===== src/rtl/fft32_pkg.sv =====
// Shared constants, types and helpers for the 32-point FFT datapath.
package fft32_pkg;

    localparam int N_POINTS = 32;
    localparam int IDX_W    = 5;

    typedef logic [IDX_W-1:0] idx_t;

    typedef enum logic {
        IDLE,
        STREAM
    } ser_state_t;

    // Mirror the bin number so bit 0 becomes bit 4, bit 1 becomes bit 3, and so on.
    function automatic idx_t bitrev5(input idx_t v);
        idx_t r;
        for (int i = 0; i < IDX_W; i++) begin
            r[i] = v[IDX_W-1-i];
        end
        return r;
    endfunction

endpackage


===== src/rtl/fft32_out_serializer_if.sv =====
// Frame-load and output-stream signals of the FFT output serializer.
interface fft32_out_serializer_if
    import fft32_pkg::*;
#(
    parameter int OUT_ELEMENT_LENGTH = 16
);

    logic                                   EN_OUT;
    logic [N_POINTS*OUT_ELEMENT_LENGTH-1:0] fft_re;
    logic [N_POINTS*OUT_ELEMENT_LENGTH-1:0] fft_im;
    logic                                   out_ready;
    logic                                   out_valid;
    logic [OUT_ELEMENT_LENGTH-1:0]          out_re;
    logic [OUT_ELEMENT_LENGTH-1:0]          out_im;
    idx_t                                   out_index;
    logic                                   out_last;
    logic                                   busy;
    logic                                   overrun;

    // The serializer owns the output stream; the datapath and the sink drive the rest.
    modport master (
        input  EN_OUT, fft_re, fft_im, out_ready,
        output out_valid, out_re, out_im, out_index, out_last, busy, overrun
    );

    modport slave (
        output EN_OUT, fft_re, fft_im, out_ready,
        input  out_valid, out_re, out_im, out_index, out_last, busy, overrun
    );

endinterface


===== src/rtl/fft32_out_serializer.sv =====
// Captures a full 32-point FFT frame in one cycle and streams it one complex
// sample per beat, optionally converting bit-reversed order to natural order.
module fft32_out_serializer
    import fft32_pkg::*;
#(
    parameter int OUT_ELEMENT_LENGTH = 16,
    parameter bit BIT_REVERSE        = 1'b1
) (
    input logic                    clk2,
    input logic                    rst,
    fft32_out_serializer_if.master bus
);

    localparam int   W        = OUT_ELEMENT_LENGTH;
    localparam idx_t LAST_IDX = idx_t'(N_POINTS - 1);

    ser_state_t     state_q, state_d;
    idx_t           idx_q, idx_d;
    logic           overrun_q, overrun_d;
    logic [W-1:0]   buf_re_q [N_POINTS];
    logic [W-1:0]   buf_im_q [N_POINTS];

    logic xfer;
    logic final_xfer;
    logic load;
    idx_t src_idx;

    always_comb begin
        // NOTE: every signal gets a default before the branches so no latch is inferred.
        xfer       = (state_q == STREAM) && bus.out_ready;
        final_xfer = xfer && (idx_q == LAST_IDX);
        load       = bus.EN_OUT && ((state_q == IDLE) || final_xfer);
        state_d    = state_q;
        idx_d      = idx_q;
        overrun_d  = overrun_q;

        if (load) begin
            state_d = STREAM;
            idx_d   = '0;
        end else if (final_xfer) begin
            state_d = IDLE;
            idx_d   = '0;
        end else if (xfer) begin
            idx_d = idx_q + idx_t'(1);
        end

        // A strobe that could not be honoured is remembered until reset.
        if (bus.EN_OUT && !load) begin
            overrun_d = 1'b1;
        end
    end

    always_ff @(posedge clk2 or posedge rst) begin
        if (rst) begin
            state_q   <= IDLE;
            idx_q     <= '0;
            overrun_q <= 1'b0;
            // NOTE: the frame buffer is reset because its entries reach the outputs directly.
            for (int k = 0; k < N_POINTS; k++) begin
                buf_re_q[k] <= '0;
                buf_im_q[k] <= '0;
            end
        end else begin
            // NOTE: non-blocking assignments so every register samples pre-edge values.
            state_q   <= state_d;
            idx_q     <= idx_d;
            overrun_q <= overrun_d;
            if (load) begin
                for (int k = 0; k < N_POINTS; k++) begin
                    buf_re_q[k] <= bus.fft_re[k*W +: W];
                    buf_im_q[k] <= bus.fft_im[k*W +: W];
                end
            end
        end
    end

    assign src_idx = BIT_REVERSE ? bitrev5(idx_q) : idx_q;

    // All outputs come from state, idx and buffer registers only.
    assign bus.out_valid = (state_q == STREAM);
    assign bus.busy      = (state_q == STREAM);
    assign bus.out_index = idx_q;
    assign bus.out_last  = (state_q == STREAM) && (idx_q == LAST_IDX);
    assign bus.out_re    = buf_re_q[src_idx];
    assign bus.out_im    = buf_im_q[src_idx];
    assign bus.overrun   = overrun_q;

endmodule


===== src/flat_wrapper.sv =====
// flat-port wrapper written by rule: the top's interface ports become plain ports
module fft32_out_serializer_flat import fft32_pkg::*;
#(
    parameter int OUT_ELEMENT_LENGTH = 16,
    parameter bit BIT_REVERSE        = 1'b1
)
  (clk2, rst, bus_EN_OUT, bus_fft_re, bus_fft_im, bus_out_ready, bus_out_valid, bus_out_re, bus_out_im, bus_out_index, bus_out_last, bus_busy, bus_overrun);
  fft32_out_serializer_if #(.OUT_ELEMENT_LENGTH(OUT_ELEMENT_LENGTH)) bus_i ();
  input logic clk2;
  input logic rst;
  input wire logic [$bits(bus_i.EN_OUT)-1:0] bus_EN_OUT;
  input wire logic [$bits(bus_i.fft_re)-1:0] bus_fft_re;
  input wire logic [$bits(bus_i.fft_im)-1:0] bus_fft_im;
  input wire logic [$bits(bus_i.out_ready)-1:0] bus_out_ready;
  output wire logic [$bits(bus_i.out_valid)-1:0] bus_out_valid;
  output wire logic [$bits(bus_i.out_re)-1:0] bus_out_re;
  output wire logic [$bits(bus_i.out_im)-1:0] bus_out_im;
  output wire logic [$bits(bus_i.out_index)-1:0] bus_out_index;
  output wire logic [$bits(bus_i.out_last)-1:0] bus_out_last;
  output wire logic [$bits(bus_i.busy)-1:0] bus_busy;
  output wire logic [$bits(bus_i.overrun)-1:0] bus_overrun;
  assign bus_i.EN_OUT = bus_EN_OUT;
  assign bus_i.fft_re = bus_fft_re;
  assign bus_i.fft_im = bus_fft_im;
  assign bus_i.out_ready = bus_out_ready;
  assign bus_out_valid = bus_i.out_valid;
  assign bus_out_re = bus_i.out_re;
  assign bus_out_im = bus_i.out_im;
  assign bus_out_index = bus_i.out_index;
  assign bus_out_last = bus_i.out_last;
  assign bus_busy = bus_i.busy;
  assign bus_overrun = bus_i.overrun;
  fft32_out_serializer #(.OUT_ELEMENT_LENGTH(OUT_ELEMENT_LENGTH), .BIT_REVERSE(BIT_REVERSE)) u_core (.clk2(clk2), .rst(rst), .bus(bus_i));
endmodule

===== config.mk =====
export PLATFORM = sky130hd
export DESIGN_NAME = fft32_out_serializer_flat
export DESIGN_NICKNAME = d
export VERILOG_FILES = /design/src/rtl/fft32_pkg.sv /design/src/rtl/fft32_out_serializer_if.sv /design/src/rtl/fft32_out_serializer.sv /design/src/flat_wrapper.sv
export SDC_FILE = /design/constraint.sdc
export NUM_CORES = 2
export LEC_CHECK = 0
export ABC_AREA = 1
export ABC_CLOCK_PERIOD_IN_PS = 110200
export CORE_MARGIN = 5
export CORE_UTILIZATION = 30
export CTS_BUF_LIST = sky130_fd_sc_hd__clkbuf_4 sky130_fd_sc_hd__clkbuf_8
export DETAILED_ROUTE_END_ITERATION = 8
export PLACE_DENSITY = 0.54
export SLEW_MARGIN = 20
export SYNTH_ARGS = -nofsm -noshare
export SYNTH_HDL_FRONTEND = slang
export SYNTH_SLANG_ARGS = --single-unit
export TNS_END_PERCENT = 100

===== constraint.sdc =====
create_clock -name clk2 -period 110.2 [get_ports clk2]
set_input_delay 27.55 -clock clk2 [delete_from_list [all_inputs] [get_ports clk2]]
set_output_delay 27.55 -clock clk2 [all_outputs]
set_load 0.01 [all_outputs]

==> out/metrics.csv <==
stage,metric,value,unit
clocking,Clock Latency Late Sink,0.90,ns
global_route,number of global-route vias before repair,43950,
synth,synthesized area per cell,8.412,um^2
timing,min Tclk post-route,33.61,ns
final_layout,"most common cell after layout, fill and taps aside",sky130_fd_sc_hd__nand2_1,
drt,first-pass iteration count of the detailed router,5,
synth,post-synthesis net count,7010,
global_route,Total Routing Usage GR,0.2359,
timing,slew at the pin closest to its max-slew limit,1.205,ns
global_route,initial antenna violation count,73,
global_route,largest net degree at the start of global routing,213,
placed_design,GP Congestion,0.8917,
clocking,deepest clock path buffer count,3,
job,MaxCap Viol Count,0,
timing,relative max-transition margin,0.1967,
synth,cell count after synthesis,5980,
hold_path,startpoint of the most critical hold path,u_core.buf_im_q[24],
timing,number of max-slew violations in the final report,0,
global_route,total overflow reported by the global router,0,
worst_setup_path,CP max FO,177,
drt,antenna-violating nets left,0,
power_and_ir_drop,switching power as a share of total power,0.3997,
final_layout,layout cell share with drive strength beyond 1,0.1265,
clocking,hold buffers post-CTS,0,
floorplanning,Core Area,167000,um^2
clocking,CTS H-tree depth,4,
worst_setup_path,Worst setup startpoint,bus_out_ready,
worst_setup_path,CP Launch Type,input pin,
drt,total number of vias,44480,
global_route,wire length of the first global-routing pass,304.0,mm
worst_setup_path,Worst Setup End Kind,register,
worst_setup_path,worst setup slack for register-to-register paths,101.86,ns
synth,cell area after synthesis,50310,um^2
final_layout,"leading cell types in the layout, fill and taps excluded","sky130_fd_sc_hd__nand2_1 (1161), sky130_fd_sc_hd__clkdlybuf4s50_1 (1068), sky130_fd_sc_hd__dfrtp_1 (1027)",
drt,mean number of vias per cell,4.779,
status,status,"finished, final reports clean",
timing,number of failing setup endpoints in the final timing report,0,
synth,share of synthesized area occupied by flip-flops and latches,0.5129,
timing,achievable clock frequency,0.02976,GHz
drt,final routed DRC violation total,0,
floorplanning,FP Rows,150,
final_layout,number of nets in the final layout,7918,
timing,RSZ-0062 raised after global routing,false,
power_and_ir_drop,Internal Pwr Total,1.034,mW
power_and_ir_drop,proportion of power drawn by flip-flops and latches,0.364,
final_layout,area delta synth->final,31.66,%
placed_design,port bufs,1068,
power_and_ir_drop,power after layout,1.722,mW
drt,overall routed net length,216.0,mm
worst_setup_path,Setup CP Type,in -> reg,
floorplanning,initial core utilization,0.3012,
power_and_ir_drop,peak supply drop,0.01381,mV
placed_design,placed wire-length estimate,156.0,mm
clocking,clock tree sinks,1031,
timing,crit share post-route,0.3050,
synth,Yosys warning count,0,
clocking,"Clk pin slew, worst setup/hold paths",0.06,ns
clocking,CTS Root Buffer Type,sky130_fd_sc_hd__clkbuf_8,
timing,number of endpoints with negative hold slack in the final report,0,
drt,DRC marker count from the first detailed-route iteration,4265,
clocking,TritonCTS Buffers,188,
timing,final worst clock skew,0.05269,ns
clocking,post-CTS setup buffer count,0,
timing,Total Negative Setup Slacks,0,ns
floorplanning,total I/O pin count,1069,
drt,WL per Instance,23.21,um
floorplanning,DIE AREA,176000,um^2
worst_setup_path,Reg-to-Reg Start,u_core.bus.out_index[3],
worst_setup_path,Critical Path RT,110.96,ns
synth,Netlist cell types,24,
hold_path,Worst Hold Class,reg -> reg,
power_and_ir_drop,Pwr Density,25.99,nW/um^2
clocking,TritonCTS clock tree,yes,
power_and_ir_drop,share of total power in the clock network,0.226,
power_and_ir_drop,switching power,688.1,uW
power_and_ir_drop,static power due to leakage,31.61,nW
floorplanning,overall die width,419.5,um
clocking,count of cells resized by post-cts repair,0,
floorplanning,vertical extent of the die,419.5,um
power_and_ir_drop,portion of total power attributed to combinational logic,0.410,
synth,Synth Register Bits,1031,
worst_setup_path,data arrival time of the critical path,34.36,ns
worst max-delay path, stage by stage:
cell and delay, ns:
sky130_fd_sc_hd__clkdlybuf4s50_1 0.45, sky130_fd_sc_hd__nand2_1 0.11, sky130_fd_sc_hd__nand2_1 0.16, sky130_fd_sc_hd__nand2_8 0.72
sky130_fd_sc_hd__buf_4 0.79, sky130_fd_sc_hd__buf_4 0.78, sky130_fd_sc_hd__buf_12 0.70, sky130_fd_sc_hd__buf_4 0.76
sky130_fd_sc_hd__buf_4 0.75, sky130_fd_sc_hd__buf_4 0.77, sky130_fd_sc_hd__mux2_2 0.41
area by class of cell:
cell class	count	area [um^2]
fillers	17130	100800
flip-flops and latches	1031	25810
multi-input cells	3837	19630
repair buffers	1118	11190
clock buffers	314	3796
well taps	2204	2758
inverters	712	2699
clock inverters	25	185.2
diodes	65	162.7
cell families (layout without fill, tap and decap cells):
logic type      after synthesis  after routing  synth area share
flops                      1031           1031            0.5129
compound gates              773            773           0.08834
fa+ha+maj                     2              2         0.0004974
buf+inv                    1112           2169           0.09730
other cells                   0             65                 0
mux                         356            356           0.08223
simple gates               2706           2706            0.2188
routing by layer:
| metal | track usage | part of all wire | vias up |
|---|---|---|---|
| met4 | 0.1048 | 0.041 | 8 |
| met3 | 0.04476 | 0.058 | 326 |
| li1 | - | - | 20810 |
| met2 | 0.3890 | 0.49 | 1449 |
| met1 | 0.3018 | 0.42 | 21890 |
| met5 | 0 | 0.00022 | - |
final timing paths:
check                                        to  depth (start not counted)
min in group asynchronous  u_core.buf_re_q[188]                          2
hold / removal              u_core.buf_im_q[24]                          1
max in group asynchronous  u_core.buf_re_q[369]                          5
hold reg to reg             u_core.buf_im_q[24]                          1
setup / recovery           u_core.buf_re_q[447]                         11
setup reg to reg           u_core.buf_re_q[447]                         15
cells in the mapped netlist (all sizes together):
| library cell | instances | area share |
|---|---|---|
| ha | 2 | 0.00050 |
| nor2 | 869 | 0.065 |
| o211ai | 32 | 0.0048 |
| dfrtp | 1031 | 0.51 |
| clkbuf | 166 | 0.012 |
| a21oi | 734 | 0.083 |
| o21bai | 1 | 0.00015 |
| nand4 | 1 | 0.00012 |
| mux2 | 356 | 0.082 |
| clkinv | 1 | 0.000075 |
| nand2 | 1163 | 0.087 |
| buf | 234 | 0.032 |
| or2 | 1 | 0.00012 |
| nand3 | 672 | 0.067 |
| inv | 711 | 0.053 |
| a31oi | 1 | 0.00012 |
| o21ai | 5 | 0.00050 |
power groups by stage:
| stage | clock [mW] | sequential (mW) | combinational (mW) |
|---|---|---|---|
| after global routing | 0.414 | 0.642 | 0.778 |
| after floorplan | 0 | 0.611 | 0.439 |
| final | 0.389 | 0.626 | 0.707 |
| after global placement | 0 | 0.625 | 0.701 |
| after detailed placement | 0 | 0.630 | 0.710 |
| after CTS | 0.398 | 0.624 | 0.713 |
sequential cells by signal, summed over array words and instances (netlist names):
name                  cells
u_core.buf_re_q         512
u_core.buf_im_q         512
u_core.bus.out_index      5
u_core.bus.busy           1
u_core.bus.overrun        1
per-stage QoR:
step	util	instances	area [um^2]	hold WS, ns	setup slack (ns)
4_1_cts	0.3955	9241	66060	0.5061	76.82
3_3_place_gp	0.3717	8902	62080	0.4878	75.84
2_1_floorplan	-	5980	50310	0.4793	53.64
6_report	0.3965	9306	66230	0.5040	76.59
5_1_grt	0.3964	9297	66210	0.5107	76.21
3_5_place_dp	0.3717	8902	62080	0.4919	75.80
No activity file was read; power rests on OpenSTA's default activity.
